==> src/rtl/hdlc_rx_if.sv <==
// Byte-stream bundle between the HDLC receive controller (master) and the packet layer (slave).
// The master drives the received bytes and frame status; the slave drives the serial input and outReady.
interface hdlc_rx_if #(
    parameter int LEN_W = 8
);
    logic             serEn;
    logic             serIn;
    logic [7:0]       outByte;
    logic             outValid;
    logic             outReady;
    logic             outFirst;
    logic             frameEnd;
    logic             frameOk;
    logic [LEN_W-1:0] frameLen;
    logic             abortErr;
    logic             inFrame;

    modport master (
        input  serEn,
        input  serIn,
        input  outReady,
        output outByte,
        output outValid,
        output outFirst,
        output frameEnd,
        output frameOk,
        output frameLen,
        output abortErr,
        output inFrame
    );

    modport slave (
        output serEn,
        output serIn,
        output outReady,
        input  outByte,
        input  outValid,
        input  outFirst,
        input  frameEnd,
        input  frameOk,
        input  frameLen,
        input  abortErr,
        input  inFrame
    );
endinterface

==> src/rtl/hdlc_rx_ctrl.sv <==
// HDLC receive controller: flag hunt, zero destuffing, LSB-first byte assembly,
// single-entry valid/ready output register and per-frame status reporting.
module hdlc_rx_ctrl #(
    parameter int LEN_W     = 8,
    parameter int MIN_BYTES = 2
) (
    input logic       clk,
    input logic       rst,
    hdlc_rx_if.master bus
);
    typedef enum logic [1:0] {
        HUNT = 2'd0,
        SYNC = 2'd1,
        RX   = 2'd2
    } state_e;

    localparam logic [LEN_W-1:0] LEN_MAX = {LEN_W{1'b1}};
    localparam logic [LEN_W-1:0] LEN_MIN = LEN_W'(MIN_BYTES);

    function automatic logic [LEN_W-1:0] sat_inc(input logic [LEN_W-1:0] v);
        if (v == LEN_MAX) begin
            sat_inc = LEN_MAX;
        end else begin
            sat_inc = v + {{(LEN_W-1){1'b0}}, 1'b1};
        end
    endfunction

    state_e           state_q, state_d;
    logic [2:0]       ones_q, ones_d;
    logic [2:0]       bit_cnt_q, bit_cnt_d;
    logic [7:0]       sh_q, sh_d;
    logic             ovf_q, ovf_d;
    logic [7:0]       out_byte_q, out_byte_d;
    logic             out_valid_q, out_valid_d;
    logic             out_first_q, out_first_d;
    logic             frame_end_q, frame_end_d;
    logic             frame_ok_q, frame_ok_d;
    logic [LEN_W-1:0] frame_len_q, frame_len_d;
    logic             abort_q, abort_d;
    logic             in_frame_q, in_frame_d;

    logic             flag_s;
    logic             seventh_s;
    logic             data_bit_s;
    logic             room_s;

    // Classify the strobed bit from the run of ones that precedes it.
    always_comb begin
        flag_s     = 1'b0;
        seventh_s  = 1'b0;
        data_bit_s = 1'b0;
        ones_d     = ones_q;
        if (bus.serEn) begin
            if (bus.serIn) begin
                if (ones_q >= 3'd6) begin
                    seventh_s = 1'b1;
                    ones_d    = 3'd7;
                end else begin
                    data_bit_s = (state_q != HUNT);
                    ones_d     = ones_q + 3'd1;
                end
            end else begin
                ones_d = 3'd0;
                case (ones_q)
                    3'd5:    data_bit_s = 1'b0;
                    3'd6:    flag_s     = 1'b1;
                    default: data_bit_s = (state_q != HUNT);
                endcase
            end
        end else begin
            ones_d = ones_q;
        end
    end

    assign room_s = ~out_valid_q | bus.outReady;

    // Frame state, byte assembly, output register and status pulses.
    always_comb begin
        state_d     = state_q;
        bit_cnt_d   = bit_cnt_q;
        sh_d        = sh_q;
        ovf_d       = ovf_q;
        out_byte_d  = out_byte_q;
        out_valid_d = out_valid_q & ~bus.outReady;
        out_first_d = out_first_q;
        frame_end_d = 1'b0;
        frame_ok_d  = frame_ok_q;
        frame_len_d = frame_len_q;
        abort_d     = 1'b0;
        in_frame_d  = in_frame_q;

        if (seventh_s) begin
            state_d    = HUNT;
            bit_cnt_d  = 3'd0;
            abort_d    = (state_q == RX);
            in_frame_d = 1'b0;
        end else if (flag_s) begin
            if (state_q == RX) begin
                frame_end_d = 1'b1;
                frame_ok_d  = (bit_cnt_q == 3'd7) & ~ovf_q & (frame_len_q >= LEN_MIN);
            end else begin
                frame_end_d = 1'b0;
            end
            state_d    = SYNC;
            bit_cnt_d  = 3'd0;
            ovf_d      = 1'b0;
            in_frame_d = 1'b0;
        end else if (data_bit_s) begin
            sh_d[bit_cnt_q] = bus.serIn;
            if (bit_cnt_q != 3'd7) begin
                bit_cnt_d = bit_cnt_q + 3'd1;
            end else begin
                bit_cnt_d = 3'd0;
                if (room_s) begin
                    out_byte_d  = sh_d;
                    out_valid_d = 1'b1;
                    out_first_d = (state_q == SYNC);
                    state_d     = RX;
                    in_frame_d  = 1'b1;
                    if (state_q == SYNC) begin
                        frame_len_d = {{(LEN_W-1){1'b0}}, 1'b1};
                    end else begin
                        frame_len_d = sat_inc(frame_len_q);
                    end
                end else begin
                    ovf_d = 1'b1;
                end
            end
        end else begin
            state_d = state_q;
        end
    end

    // State and output registers.
    always_ff @(posedge clk or negedge rst) begin
        if (!rst) begin
            state_q     <= HUNT;
            ones_q      <= 3'd0;
            bit_cnt_q   <= 3'd0;
            sh_q        <= 8'd0;
            ovf_q       <= 1'b0;
            out_byte_q  <= 8'd0;
            out_valid_q <= 1'b0;
            out_first_q <= 1'b0;
            frame_end_q <= 1'b0;
            frame_ok_q  <= 1'b0;
            frame_len_q <= {LEN_W{1'b0}};
            abort_q     <= 1'b0;
            in_frame_q  <= 1'b0;
        end else begin
            state_q     <= state_d;
            ones_q      <= ones_d;
            bit_cnt_q   <= bit_cnt_d;
            sh_q        <= sh_d;
            ovf_q       <= ovf_d;
            out_byte_q  <= out_byte_d;
            out_valid_q <= out_valid_d;
            out_first_q <= out_first_d;
            frame_end_q <= frame_end_d;
            frame_ok_q  <= frame_ok_d;
            frame_len_q <= frame_len_d;
            abort_q     <= abort_d;
            in_frame_q  <= in_frame_d;
        end
    end

    assign bus.outByte  = out_byte_q;
    assign bus.outValid = out_valid_q;
    assign bus.outFirst = out_first_q;
    assign bus.frameEnd = frame_end_q;
    assign bus.frameOk  = frame_ok_q;
    assign bus.frameLen = frame_len_q;
    assign bus.abortErr = abort_q;
    assign bus.inFrame  = in_frame_q;
endmodule

==> src/flat_wrapper.sv <==
// flat-port wrapper written by rule: the top's interface ports become plain ports
module hdlc_rx_ctrl_flat 
#(
    parameter int LEN_W     = 8,
    parameter int MIN_BYTES = 2
)
  (clk, rst, bus_serEn, bus_serIn, bus_outReady, bus_outByte, bus_outValid, bus_outFirst, bus_frameEnd, bus_frameOk, bus_frameLen, bus_abortErr, bus_inFrame);
  hdlc_rx_if #(.LEN_W(LEN_W)) bus_i ();
  input logic clk;
  input logic rst;
  input wire logic [$bits(bus_i.serEn)-1:0] bus_serEn;
  input wire logic [$bits(bus_i.serIn)-1:0] bus_serIn;
  input wire logic [$bits(bus_i.outReady)-1:0] bus_outReady;
  output wire logic [$bits(bus_i.outByte)-1:0] bus_outByte;
  output wire logic [$bits(bus_i.outValid)-1:0] bus_outValid;
  output wire logic [$bits(bus_i.outFirst)-1:0] bus_outFirst;
  output wire logic [$bits(bus_i.frameEnd)-1:0] bus_frameEnd;
  output wire logic [$bits(bus_i.frameOk)-1:0] bus_frameOk;
  output wire logic [$bits(bus_i.frameLen)-1:0] bus_frameLen;
  output wire logic [$bits(bus_i.abortErr)-1:0] bus_abortErr;
  output wire logic [$bits(bus_i.inFrame)-1:0] bus_inFrame;
  assign bus_i.serEn = bus_serEn;
  assign bus_i.serIn = bus_serIn;
  assign bus_i.outReady = bus_outReady;
  assign bus_outByte = bus_i.outByte;
  assign bus_outValid = bus_i.outValid;
  assign bus_outFirst = bus_i.outFirst;
  assign bus_frameEnd = bus_i.frameEnd;
  assign bus_frameOk = bus_i.frameOk;
  assign bus_frameLen = bus_i.frameLen;
  assign bus_abortErr = bus_i.abortErr;
  assign bus_inFrame = bus_i.inFrame;
  hdlc_rx_ctrl #(.LEN_W(LEN_W), .MIN_BYTES(MIN_BYTES)) u_core (.clk(clk), .rst(rst), .bus(bus_i));
endmodule
==> config.mk <==
export PLATFORM = sky130hd
export DESIGN_NAME = hdlc_rx_ctrl_flat
export DESIGN_NICKNAME = d
export VERILOG_FILES = /design/src/rtl/hdlc_rx_if.sv /design/src/rtl/hdlc_rx_ctrl.sv /design/src/flat_wrapper.sv
export SDC_FILE = /design/constraint.sdc
export NUM_CORES = 1
export LEC_CHECK = 0
export ABC_AREA = 1
export CAP_MARGIN = 5
export CORE_ASPECT_RATIO = 0.7
export CORE_MARGIN = 3
export CORE_UTILIZATION = 59
export DETAILED_ROUTE_END_ITERATION = 16
export GPL_ROUTABILITY_DRIVEN = 0
export PLACE_DENSITY = 0.91
export SLEW_MARGIN = 15
export SYNTH_ARGS = -nofsm -noshare
export SYNTH_HDL_FRONTEND = slang
export SYNTH_SLANG_ARGS = --single-unit
==> constraint.sdc <==
create_clock -name clk -period 2.89 [get_ports clk]
set_clock_uncertainty 0.15 [all_clocks]
set_input_delay 0.578 -clock clk [delete_from_list [all_inputs] [get_ports clk]]
set_output_delay 0.578 -clock clk [all_outputs]
set_load 0.1 [all_outputs]
==> impl_results.rst, run 1 <==
.. list-table::
   :header-rows: 1

   * - Metric
     - Value
   * - DRT iter0 DRCs
     - around 210
   * - Leading cell types in the layout, fill and taps excluded
     - 106 x sky130_fd_sc_hd__nand2_1, 38 x sky130_fd_sc_hd__dfrtp_1, 27 x sky130_fd_sc_hd__inv_1, 25 x sky130_fd_sc_hd__nand3_1, 22 x sky130_fd_sc_hd__buf_4
   * - Most common cell after layout, fill and taps aside
     - sky130_fd_sc_hd__nand2_1
   * - Worst hold-check path type
     - in2async
   * - Initial Utilization
     - 0.6316
   * - IR Drop Worst-Case VDD
     - ~0.74 mV
   * - Synth Flop Type
     - sky130_fd_sc_hd__dfrtp_1
   * - Buffers & Inverters on Critical Path
     - 2
   * - CP cell instances
     - clkdlybuf4s50_1 > inv_1 > nor2_4 > nand2_2 > nor2_4 > nand2_4 > nand2_1 > o21ai_0
   * - Full die area
     - 0.004214 sq mm
   * - Slew HR
     - 0.4636
   * - Wire per inst
     - approximately 12 um
   * - Dpl hpwl
     - roughly 3000 um
   * - Number of cells produced by synthesis
     - 268
   * - Syn Nets
     - 280
   * - Power spent charging and discharging nets
     - 1501 uW
   * - Number of synthesized flops with an enable pin
     - 0
   * - CP startpoint kind
     - input port
   * - Buffers inserted during post-CTS setup optimization
     - 0
   * - Leftover overflow at the end of global routing
     - 0
   * - Mapped cell area
     - 0.002042 sq mm
   * - Die height
     - around 55 um
   * - Maximum root-to-sink buffer count
     - 2
   * - Remaining design rule violation count
     - 0
   * - Critical Setup Path Class
     - in2reg
   * - Largest area contributor in the synthesized netlist
     - sky130_fd_sc_hd__dfrtp_1
   * - Cell area after layout
     - approximately 0.0023 sq mm
   * - Final period utilization
     - 0.7395
   * - IO Port Bufs
     - 26
   * - Number of nets with antenna violations after detailed routing
     - 0
   * - Routed length on met1
     - 2003 um
   * - Final net count
     - 308
   * - Gate power share
     - 0.544
   * - Max-cap violations
     - 0
   * - Sequential share of power
     - 0.327
   * - DRT Wirelength
     - 4271 um
   * - Clk pin slew, worst setup/hold paths
     - approximately 70 ps
   * - Number of instances resized during post-cts repair
     - 0
   * - Fraction of power spent switching nets
     - 0.5512
   * - Number of antenna diodes
     - 0
   * - Chip Width
     - approximately 76 um
   * - Delay of the slowest critical-path stage
     - 550 ps
   * - Top metal layer carrying routed signals
     - met4
   * - Pin count of the biggest net entering global routing
     - 39
   * - Fraction of registers with async set or reset after synthesis
     - 1.000
   * - Arrival @ worst endpoint
     - roughly 2200 ps
   * - Start point of the critical path
     - bus_serEn
   * - Slowest library cell on the worst path
     - sky130_fd_sc_hd__clkdlybuf4s50_1
   * - Share of synthesized area occupied by flip-flops and latches
     - 0.4657
   * - Critical path peak fanout
     - 19
   * - Pwr per Cell Area
     - 1165 mW/mm^2
   * - Top post-synthesis cells by area
     - sky130_fd_sc_hd__dfrtp_1 47%, sky130_fd_sc_hd__nand2_1 19%, sky130_fd_sc_hd__nand3_1 6.1%
   * - Total length of routed met3 wires
     - approximately 260 um
   * - Final hold violation count
     - 0
   * - Top cell by count, worst path
     - sky130_fd_sc_hd__nor2_4
   * - Clock latency of the later-clocked register in the worst-skew pair
     - 290 ps
   * - Fraction of layout cells with a size suffix above 1
     - 0.1390
   * - I/O Pins
     - 27
   * - Global-route wire length before repair
     - 7403 um
   * - Depth of the CTS H-tree
     - 2
   * - Distinct cell type count of the synthesized netlist
     - 23
   * - Total GRT Usage
     - 0.2171
   * - Highest Clock Rate
     - 467.9 MHz
   * - Length of the first detailed-routing pass in iterations
     - 6
   * - Cell Area, Placed
     - 0.002255 sq mm
   * - Run status
     - finished clean
   * - Setup-failing EPs final
     - 0
   * - Startpoint of the most critical register-to-register path
     - u_core.ones_q[0]
   * - Area share of the largest cell type after synthesis
     - 0.4657
   * - Static leakage
     - 0.001242 uW
   * - Number of global-route vias before repair
     - 1,662
   * - Final-report max-slew violation count
     - 0
   * - Clock sink count
     - 38
   * - Data required time at the worst endpoint
     - a little under 3000 ps
   * - Area Growth Syn to Fin
     - 14.46%
   * - Clk pwr share
     - 0.129
   * - DR vias/cell
     - 5.319
   * - Clock buffers created by TritonCTS
     - 5
   * - Standard-cell rows
     - 17
   * - Shortest period the worst path allows
     - 2137 ps
   * - Clock tree from TritonCTS
     - built
   * - Overall Power
     - between 2000 and 3000 uW
   * - CP Capture Type
     - register
   * - Area of the core region
     - 0.003233 sq mm
   * - Worst-margin pin slew
     - 804.6 ps
   * - Total number of vias
     - 1,819
   * - Power Internal
     - 1222 uW
   * - Final setup TNS
     - 0 ps
   * - Mapped Avg Cell Area
     - around 7.6 sq um
   * - Number of warnings printed during yosys synthesis
     - 0
   * - Detailed route wirelength on metal2
     - 1945 um
   * - Unrepaired setup endpoints after global routing
     - false
   * - Number of synthesized register bits
     - 38
   * - Library cell used as clock root buffer
     - sky130_fd_sc_hd__clkbuf_8
   * - Hold-fix buffers, CTS
     - 0
   * - Antenna violations before repair
     - 0
   * - Family with the most delay on the worst path
     - simple AND/OR/NAND/NOR gates
per-layer routing:
layer,GRT usage,up-vias
met5,0,-
met4,0.1034,0
met3,0.05049,7
met2,0.3242,68
met1,0.3009,848
li1,-,896
layout make-up:
type / instances / area [sq um]
clock buffers: 6 / 82.58
flip-flops and latches: 38 / 950.9
inverters: 30 / 112.6
well taps: 47 / 58.81
repair buffers: 26 / 200.2
fillers: 272 / 895.9
multi-input cells: 195 / 932.1
synth_stat cells (2+ instances only):
library cell and number:
sky130_fd_sc_hd__nand3_1 25, sky130_fd_sc_hd__buf_6 3, sky130_fd_sc_hd__nor2_4 3, sky130_fd_sc_hd__o21ai_0 21
sky130_fd_sc_hd__nand2_1 106, sky130_fd_sc_hd__o211ai_1 2, sky130_fd_sc_hd__nor3_1 3, sky130_fd_sc_hd__nor2_1 17
sky130_fd_sc_hd__inv_1 27, sky130_fd_sc_hd__nand2_2 2, sky130_fd_sc_hd__dfrtp_1 38, sky130_fd_sc_hd__inv_2 3
sky130_fd_sc_hd__a21oi_1 2, sky130_fd_sc_hd__ha_1 7
through the flow:
stage               hold WS, ps  std cells  setup slack (ps)    util
detailed placement        309.3        336             484.3  0.6974
CTS                       247.5        342             777.5  0.7229
global route              280.9        342             566.4  0.7229
global placement          309.9        336             537.1  0.6974
floorplan                 132.4        268             723.3       -
finish                    222.9        342             752.9  0.7229
registers in the layout, indices dropped and copies added (netlist names), 3 cells and up:
name                 count
u_core.bus.frameLen      8
u_core.sh_q              8
u_core.bit_cnt_q         3
u_core.bus.outByte       8
u_core.ones_q            3
logic make-up after synthesis:
family          Yosys count  synth area share
buf+inv                  35           0.07782
fa+ha+maj                 7           0.04289
flops                    38            0.4657
simple gates            160            0.3339
compound gates           28           0.07966
worst register-to-register path, delay by kind of cell, from the launching register on:
kind,cells,cell delay (ps)
and+or+nand+nor,6,910
DFF,1,430
adders and majority gates,1,240
buffers and inverters,2,160
AOI/OAI and AO/OA,1,80
final timing paths:
check	end	slack (ps)	cells past startpoint
worst min-delay path	u_core.bus.frameLen[3]	220	1
worst max register to register	u_core.bus.frameLen[7]	820	10
min in group clk	u_core.bus.outByte[3]	320	2
worst min register to register	u_core.bus.outByte[3]	320	2
worst max-delay path	u_core.bus.frameLen[7]	750	8
max in group asynchronous	u_core.bit_cnt_q[0]	1850	1
power groups by stage:
| stage | Clock (uW) | Sequential [uW] | Combinational, uW |
|---|---|---|---|
| finish | 352 | 890 | 1480 |
| global route | 374 | 927 | 1590 |
| CTS | 357 | 886 | 1480 |
| detailed placement | 0 | 893 | 1470 |
| global placement | 0 | 891 | 1450 |
| floorplan | 0 | 1570 | 483 |
Note: power is estimated with default switching activity, not from simulation.
==> inputs of run 2 (changes only) <==
Settings changed: CORE_UTILIZATION 59 to 49, PLACE_DENSITY 0.91 to 0.81.
Clock period 2.89 ns to 1.9 ns, I/O delays scaled along.
==> run 2 against run 1 <==
Compared with the run above:
- clock power is 110% higher
- sequential share of layout area down 6.4 points
- non-clock buffer count rose by 14
- register-to-register slack got worse by 680 ps
- final cell count increased by 5.6%
- global-route usage fell by 0.18 points
- via count rose by 5.2%
- core utilization rose by 2.0 points
- first-iteration DRC count decreased by 22%
- critical endpoint is now u_core.bus.outFirst
- largest cell class unchanged
==> impl_results.rst, run 2 (synthesis results as in run 1) <==
.. list-table::
   :header-rows: 1

   * - Metric
     - Value
   * - Worst-margin pin slew
     - 490.5 ps
   * - Shortest period the worst path allows
     - 1761 ps
   * - Storage cell area
     - 957.2 sq um
   * - Startpoint of the most critical register-to-register path
     - u_core.ones_q[0]
   * - Pin count of the biggest net entering global routing
     - 21
   * - Chip Width
     - 83.16 um
   * - Clk pin slew, worst setup/hold paths
     - about 80 ps
   * - DRT Wirelength
     - 5017 um
   * - DR vias/cell
     - 5.299
   * - Setup slack of the worst register-to-register path
     - between 100 and 150 ps
   * - Number of antenna diodes
     - 0
   * - Library cell used as clock root buffer
     - sky130_fd_sc_hd__clkbuf_8
   * - Die height
     - 60.01 um
   * - Initial Utilization
     - 0.5429
   * - Number of global-route vias before repair
     - 1,885
   * - Total area of multi-input combinational cells
     - 937.1 sq um
   * - Crit path capture
     - u_core.bus.outFirst
   * - Most common cell after layout, fill and taps aside
     - sky130_fd_sc_hd__nand2_1
   * - Full die area
     - approximately 0.005 sq mm
   * - Count of cells along the worst hold path
     - 2
   * - DRT iter0 DRCs
     - 165
   * - Final period utilization
     - 0.9267
   * - Highest Clock Rate
     - 568.0 MHz
   * - Slew HR
     - 0.6730
   * - Static leakage
     - 0.001402 uW
   * - Setup-failing EPs final
     - 0
   * - Critical Setup Path Class
     - reg2reg
   * - Cell area after layout
     - roughly 0.0028 sq mm
   * - Buffers inserted during post-CTS setup optimization
     - 0
   * - Run status
     - finished clean
   * - Start point of the critical path
     - u_core.ones_q[0]
   * - Total GRT Usage
     - 0.2154
   * - Final setup TNS
     - 0 ps
   * - IO Port Bufs
     - 26
   * - Area Growth Syn to Fin
     - 36.83%
   * - Worst hold-check path type
     - reg2reg
   * - Clock sink count
     - 38
   * - Data required time at the worst endpoint
     - roughly 1900 ps
   * - Wire per inst
     - 13.90 um
   * - Length of the first detailed-routing pass in iterations
     - 4
   * - Depth of the CTS H-tree
     - 2
   * - Number of nets with antenna violations after detailed routing
     - 0
   * - Clock latency of the later-clocked register in the worst-skew pair
     - 290 ps
   * - Pwr per Cell Area
     - around 1800 mW/mm^2
   * - Leftover overflow at the end of global routing
     - 0
   * - Final hold violation count
     - 0
   * - Setup Slack @ Placement
     - -17.17 ps
   * - Dpl hpwl
     - about 3500 um
   * - Standard-cell rows
     - 18
   * - Area of the core region
     - 0.003761 sq mm
   * - Final-report max-slew violation count
     - 0
   * - Leading cell types in the layout, fill and taps excluded
     - 106 x sky130_fd_sc_hd__nand2_1, 33 x sky130_fd_sc_hd__dfrtp_1, 27 x sky130_fd_sc_hd__inv_1, 25 x sky130_fd_sc_hd__nand3_1, 24 x sky130_fd_sc_hd__buf_12
   * - Antenna violations before repair
     - 0
   * - Critical path peak fanout
     - 19
   * - Global-route wire length before repair
     - 8487 um
   * - Clock tree from TritonCTS
     - built
   * - Unrepaired setup endpoints after global routing
     - false
   * - Filler cell count
     - 251
   * - Minimum setup slack in the final design
     - roughly 140 ps
   * - Total number of vias
     - 1,913
   * - CP Capture Type
     - register
   * - Final net count
     - 322
   * - CP startpoint kind
     - register
   * - Arrival @ worst endpoint
     - 1790 ps
   * - Maximum root-to-sink buffer count
     - 2
   * - Clock buffers created by TritonCTS
     - 5
   * - I/O Pins
     - 27
   * - Cell Area, Placed
     - 0.002661 sq mm
   * - Fraction of layout cells with a size suffix above 1
     - 0.1994
   * - Length in cells of the worst reg-to-reg path
     - 10
   * - Max-cap violations
     - 0
   * - Remaining design rule violation count
     - 0
   * - End of the worst register-to-register path
     - u_core.bus.outFirst
   * - IR Drop Worst-Case VDD
     - 1.515 mV
[run 2: cell types whose count changed in the layout (fill, tap and decap cells not counted)]
cell                            before  now
sky130_fd_sc_hd__nor2_2              1    3
sky130_fd_sc_hd__clkbuf_1            0    1
sky130_fd_sc_hd__buf_4              22   11
sky130_fd_sc_hd__nor2_1             17   15
sky130_fd_sc_hd__bufinv_16           0    1
sky130_fd_sc_hd__dlygate4sd3_1       0    1
sky130_fd_sc_hd__dfrtp_1            38   33
sky130_fd_sc_hd__dfrtp_2             0    5
sky130_fd_sc_hd__buf_12              0   24
[run 2: repair_timing]
item / CTS / global route
hold buffers: 1 / 0
resized for setup: 0 / 3
hold endpoints to repair: 19 / 0
setup endpoints to repair: 0 / 11
[run 2: per-stage QoR]
| stage | hold slack (ps) | power (uW) | cells | util |
|---|---|---|---|---|
| 2_1_floorplan | -65.59 | 3136 | 268 | - |
| 3_3_place_gp | 211.1 | 4111 | 352 | 0.7076 |
| 3_5_place_dp | 220.9 | 4172 | 352 | 0.7076 |
| 4_1_cts | 338.2 | 4910 | 361 | 0.7412 |
| 5_1_grt | 366.6 | 5165 | 361 | 0.7428 |
| 6_report | 335.6 | 4912 | 361 | 0.7428 |
[run 2: how the worst min path moves through the flow]
stage / endpoint / from / slack (ps)
CTS: u_core.sh_q[3] / u_core.sh_q[3] / 340
global route: u_core.sh_q[3] / u_core.sh_q[3] / 370
detailed placement: u_core.ones_q[0] / rst / 220
global placement: u_core.ones_q[2] / rst / 210
floorplan: u_core.bit_cnt_q[0] / rst / -70
finish: u_core.sh_q[2] / u_core.sh_q[2] / 340
[run 2: routing by layer]
metal / global-route usage / vias to the layer above / wire, um / part of all wire
li1: - / 929 / - / -
met1: 0.2857 / 906 / 2274 / 0.45
met2: 0.3402 / 68 / 2377 / 0.47
met3: 0.04821 / 10 / 282 / 0.056
met4: 0.1049 / 0 / 82 / 0.016
met5: 0 / - / 0 / 0
[run 2: worst max-delay path, cell delays in order (launching register included)]
cell	delay (ps)
sky130_fd_sc_hd__dfrtp_2	410
sky130_fd_sc_hd__inv_1	60
sky130_fd_sc_hd__ha_1	230
sky130_fd_sc_hd__nand2_1	70
sky130_fd_sc_hd__nand2_1	70
sky130_fd_sc_hd__nand2_1	90
sky130_fd_sc_hd__inv_1	70
sky130_fd_sc_hd__nor2_4	150
sky130_fd_sc_hd__nand2_4	160
sky130_fd_sc_hd__nand2_1	100
sky130_fd_sc_hd__o21ai_0	70
[run 2: final cells by class]
cell class,count,share of cell area
Tap cell,50,0.02239
Sequential cell,38,0.3426
Timing Repair Buffer,40,0.2176
Clock inverter,1,0.01075
Inverter,30,0.04030
Clock buffer,7,0.03090
Multi-Input combinational cell,195,0.3354
[run 2: report_power, final]
part           switching (uW)  leakage [uW]  internal, uW  total (uW)
Combinational            1810      0.000857           943        2760
Sequential                347      0.000487          1090        1430
Clock                     297     0.0000585           428         725
Total                    2460       0.00140          2460        4910
==> inputs of run 3 (changes only) <==
Settings changed: CORE_UTILIZATION 49 to 56, DONT_BUFFER_PORTS set to 1, PLACE_DENSITY 0.81 to 0.8, SLEW_MARGIN 15 to 20.
==> run 3 against run 2 <==
Compared with the run above:
- count of clock-buffer cells in the layout unchanged
- sequential share of layout area up 5.0 points
- core utilization fell by 0.91 points
- sequential power fell by 8%
- register-to-register slack worse by 30 ps
- design area is 13% lower
- power fell by 11%
- critical path depth unchanged
- fmax fell by 1.6%
- worst hold slack lost 290 ps
- final cell count shrank 3.3%
- largest cell class unchanged
==> impl_results.rst, run 3 (synthesis results as in run 1) <==
.. list-table::
   :header-rows: 1

   * - Metric
     - Value
   * - Final hold violation count
     - 0
   * - Fraction of layout cells with a size suffix above 1
     - 0.1788
   * - DRT iter0 DRCs
     - 156
   * - Sequential share of power
     - 0.300
   * - Final period utilization
     - 0.9420
   * - Area Growth Syn to Fin
     - 19.24%
   * - Fraction of power spent switching nets
     - 0.5345
   * - Unrepaired setup endpoints after global routing
     - true
   * - IO Port Bufs
     - 0
   * - Leading cell types in the layout, fill and taps excluded
     - 105 x sky130_fd_sc_hd__nand2_1, 34 x sky130_fd_sc_hd__dfrtp_1, 27 x sky130_fd_sc_hd__inv_1, 27 x sky130_fd_sc_hd__buf_4, 25 x sky130_fd_sc_hd__nand3_1
   * - Power spent charging and discharging nets
     - 2342 uW
   * - Total number of vias
     - approximately 1,800
   * - Length of the first detailed-routing pass in iterations
     - 5
   * - Power Internal
     - a little over 2000 uW
   * - Chip Width
     - 78.18 um
   * - Number of antenna diodes
     - 0
   * - Setup-failing EPs final
     - 0
   * - Most common cell after layout, fill and taps aside
     - sky130_fd_sc_hd__nand2_1
   * - Startpoint of the most critical register-to-register path
     - u_core.ones_q[0]
   * - Area of the core region
     - 0.003318 sq mm
   * - Arrival @ worst endpoint
     - 1820 ps
   * - Clock tree from TritonCTS
     - built
   * - Run status
     - finished clean
   * - Depth of the CTS H-tree
     - 2
   * - Clock sink count
     - 38
   * - Clock buffers created by TritonCTS
     - 5
   * - Critical path peak fanout
     - 19
   * - Gate power share
     - 0.544
   * - I/O Pins
     - 27
   * - Maximum root-to-sink buffer count
     - 2
   * - Die height
     - between 50 and 60 um
   * - Shortest period the worst path allows
     - 1790 ps
   * - Global-route wire length before repair
     - 8004 um
   * - Final net count
     - between 300 and 400
   * - CP startpoint kind
     - register
   * - Cell area after layout
     - 0.002435 sq mm
   * - Pwr per Cell Area
     - 1799 mW/mm^2
   * - Start point of the worst hold path
     - bus_serEn
   * - Library cell used as clock root buffer
     - sky130_fd_sc_hd__clkbuf_8
   * - Initial Utilization
     - 0.6154
   * - Standard-cell rows
     - 17
   * - Setup Slack @ Placement
     - ~130 ps
   * - IR Drop Worst-Case VDD
     - 1.509 mV
   * - Full die area
     - 0.004418 sq mm
   * - Leftover overflow at the end of global routing
     - 0
   * - Clock latency of the later-clocked register in the worst-skew pair
     - 290 ps
   * - Slew HR
     - 0.7959
   * - Static leakage
     - between 0.001 and 0.0015 uW
   * - DR vias/cell
     - 5.292
   * - Pin count of the biggest net entering global routing
     - 39
   * - Max-cap violations
     - 0
   * - Cell Area, Placed
     - 0.002262 sq mm
   * - Worst hold margin
     - between 40 and 50 ps
   * - Total GRT Usage
     - 0.2285
   * - Wire per inst
     - 13.34 um
   * - Final-report max-slew violation count
     - 0
   * - Critical Setup Path Class
     - reg2reg
   * - Highest Clock Rate
     - between 500 and 600 MHz
   * - Clk pwr share
     - 0.156
   * - Number of global-route vias before repair
     - 1,801
   * - Worst hold-check path type
     - in2reg
   * - Worst-margin pin slew
     - 303.0 ps
   * - Final setup TNS
     - 0 ps
   * - DRT Wirelength
     - around 4700 um
   * - Number of nets with antenna violations after detailed routing
     - 0
   * - Minimum setup slack in the final design
     - 110.1 ps
   * - Data required time at the worst endpoint
     - 1930 ps
   * - Utilization after layout
     - 0.7338
   * - Remaining design rule violation count
     - 0
   * - Antenna violations before repair
     - 0
   * - Clk pin slew, worst setup/hold paths
     - 80 ps
   * - CP Capture Type
     - register
   * - Start point of the critical path
     - u_core.ones_q[0]
   * - Dpl hpwl
     - 3268 um
[run 3: cell count changes in the layout (fill, tap and decap cells not counted), sizes merged]
cell	previous run	this run
buf	36	30
clkdlybuf4s50	3	0
[run 3: final timing paths]
| path | end | slack, ps | cells past startpoint |
|---|---|---|---|
| max | u_core.bus.frameLen[2] | 110 | 10 |
| min | u_core.ones_q[2] | 50 | 1 |
| max reg2reg | u_core.bus.frameLen[2] | 110 | 10 |
| min reg2reg | u_core.sh_q[1] | 330 | 2 |
| max in group asynchronous | u_core.bus.frameLen[0] | 1000 | 2 |
| min in group asynchronous | u_core.bus.frameEnd | 390 | 2 |
[run 3: routing by layer]
layer  wire, um  part of all wire  vias up  global-route usage
li1           -                 -      910                   -
met1       2157              0.46      855              0.3197
met2       2079              0.45       74              0.3463
met3        352             0.076        8             0.05929
met4         65             0.014        0             0.07481
met5          0                 0        -                   0
[run 3: layout make-up]
cell class | count | area (sq um)
sequential | 38 | 955.9
multi-input combinational | 195 | 937.1
inverter | 30 | 112.6
fill | 257 | 883.3
clock buffer | 7 | 76.32
tap | 47 | 58.81
timing repair buffer | 31 | 264.0
clock inverter | 1 | 30.03
[run 3: stage by stage]
stage          power [uW]  cells
2_1_floorplan        3136    268
3_3_place_gp         3607    337
3_5_place_dp         3656    337
4_1_cts              4360    347
5_1_grt              4640    349
6_report             4381    349
[run 3: critical path, stage by stage (launching register included)]
cell	delay, ps
sky130_fd_sc_hd__dfrtp_1	410
sky130_fd_sc_hd__inv_1	60
sky130_fd_sc_hd__ha_1	230
sky130_fd_sc_hd__nand2_1	80
sky130_fd_sc_hd__nand2_1	80
sky130_fd_sc_hd__nand2_1	100
sky130_fd_sc_hd__inv_1	70
sky130_fd_sc_hd__nor2_4	150
sky130_fd_sc_hd__nand2_4	170
sky130_fd_sc_hd__nand2_1	110
sky130_fd_sc_hd__nand2_1	70
[run 3: power groups by stage]
stage	combinational [uW]	sequential [uW]	clock, uW
floorplan	734	2400	0
global placement	2300	1310	0
detailed placement	2330	1320	0
CTS	2360	1310	687
global route	2570	1360	712
finish	2380	1320	681
[run 3: repair_timing]
action,CTS,global route
hold buffers,2,0
setup buffers,0,2
hold endpoints to repair,38,0
endpoints found under the setup margin,0,17
gates resized for setup,0,4
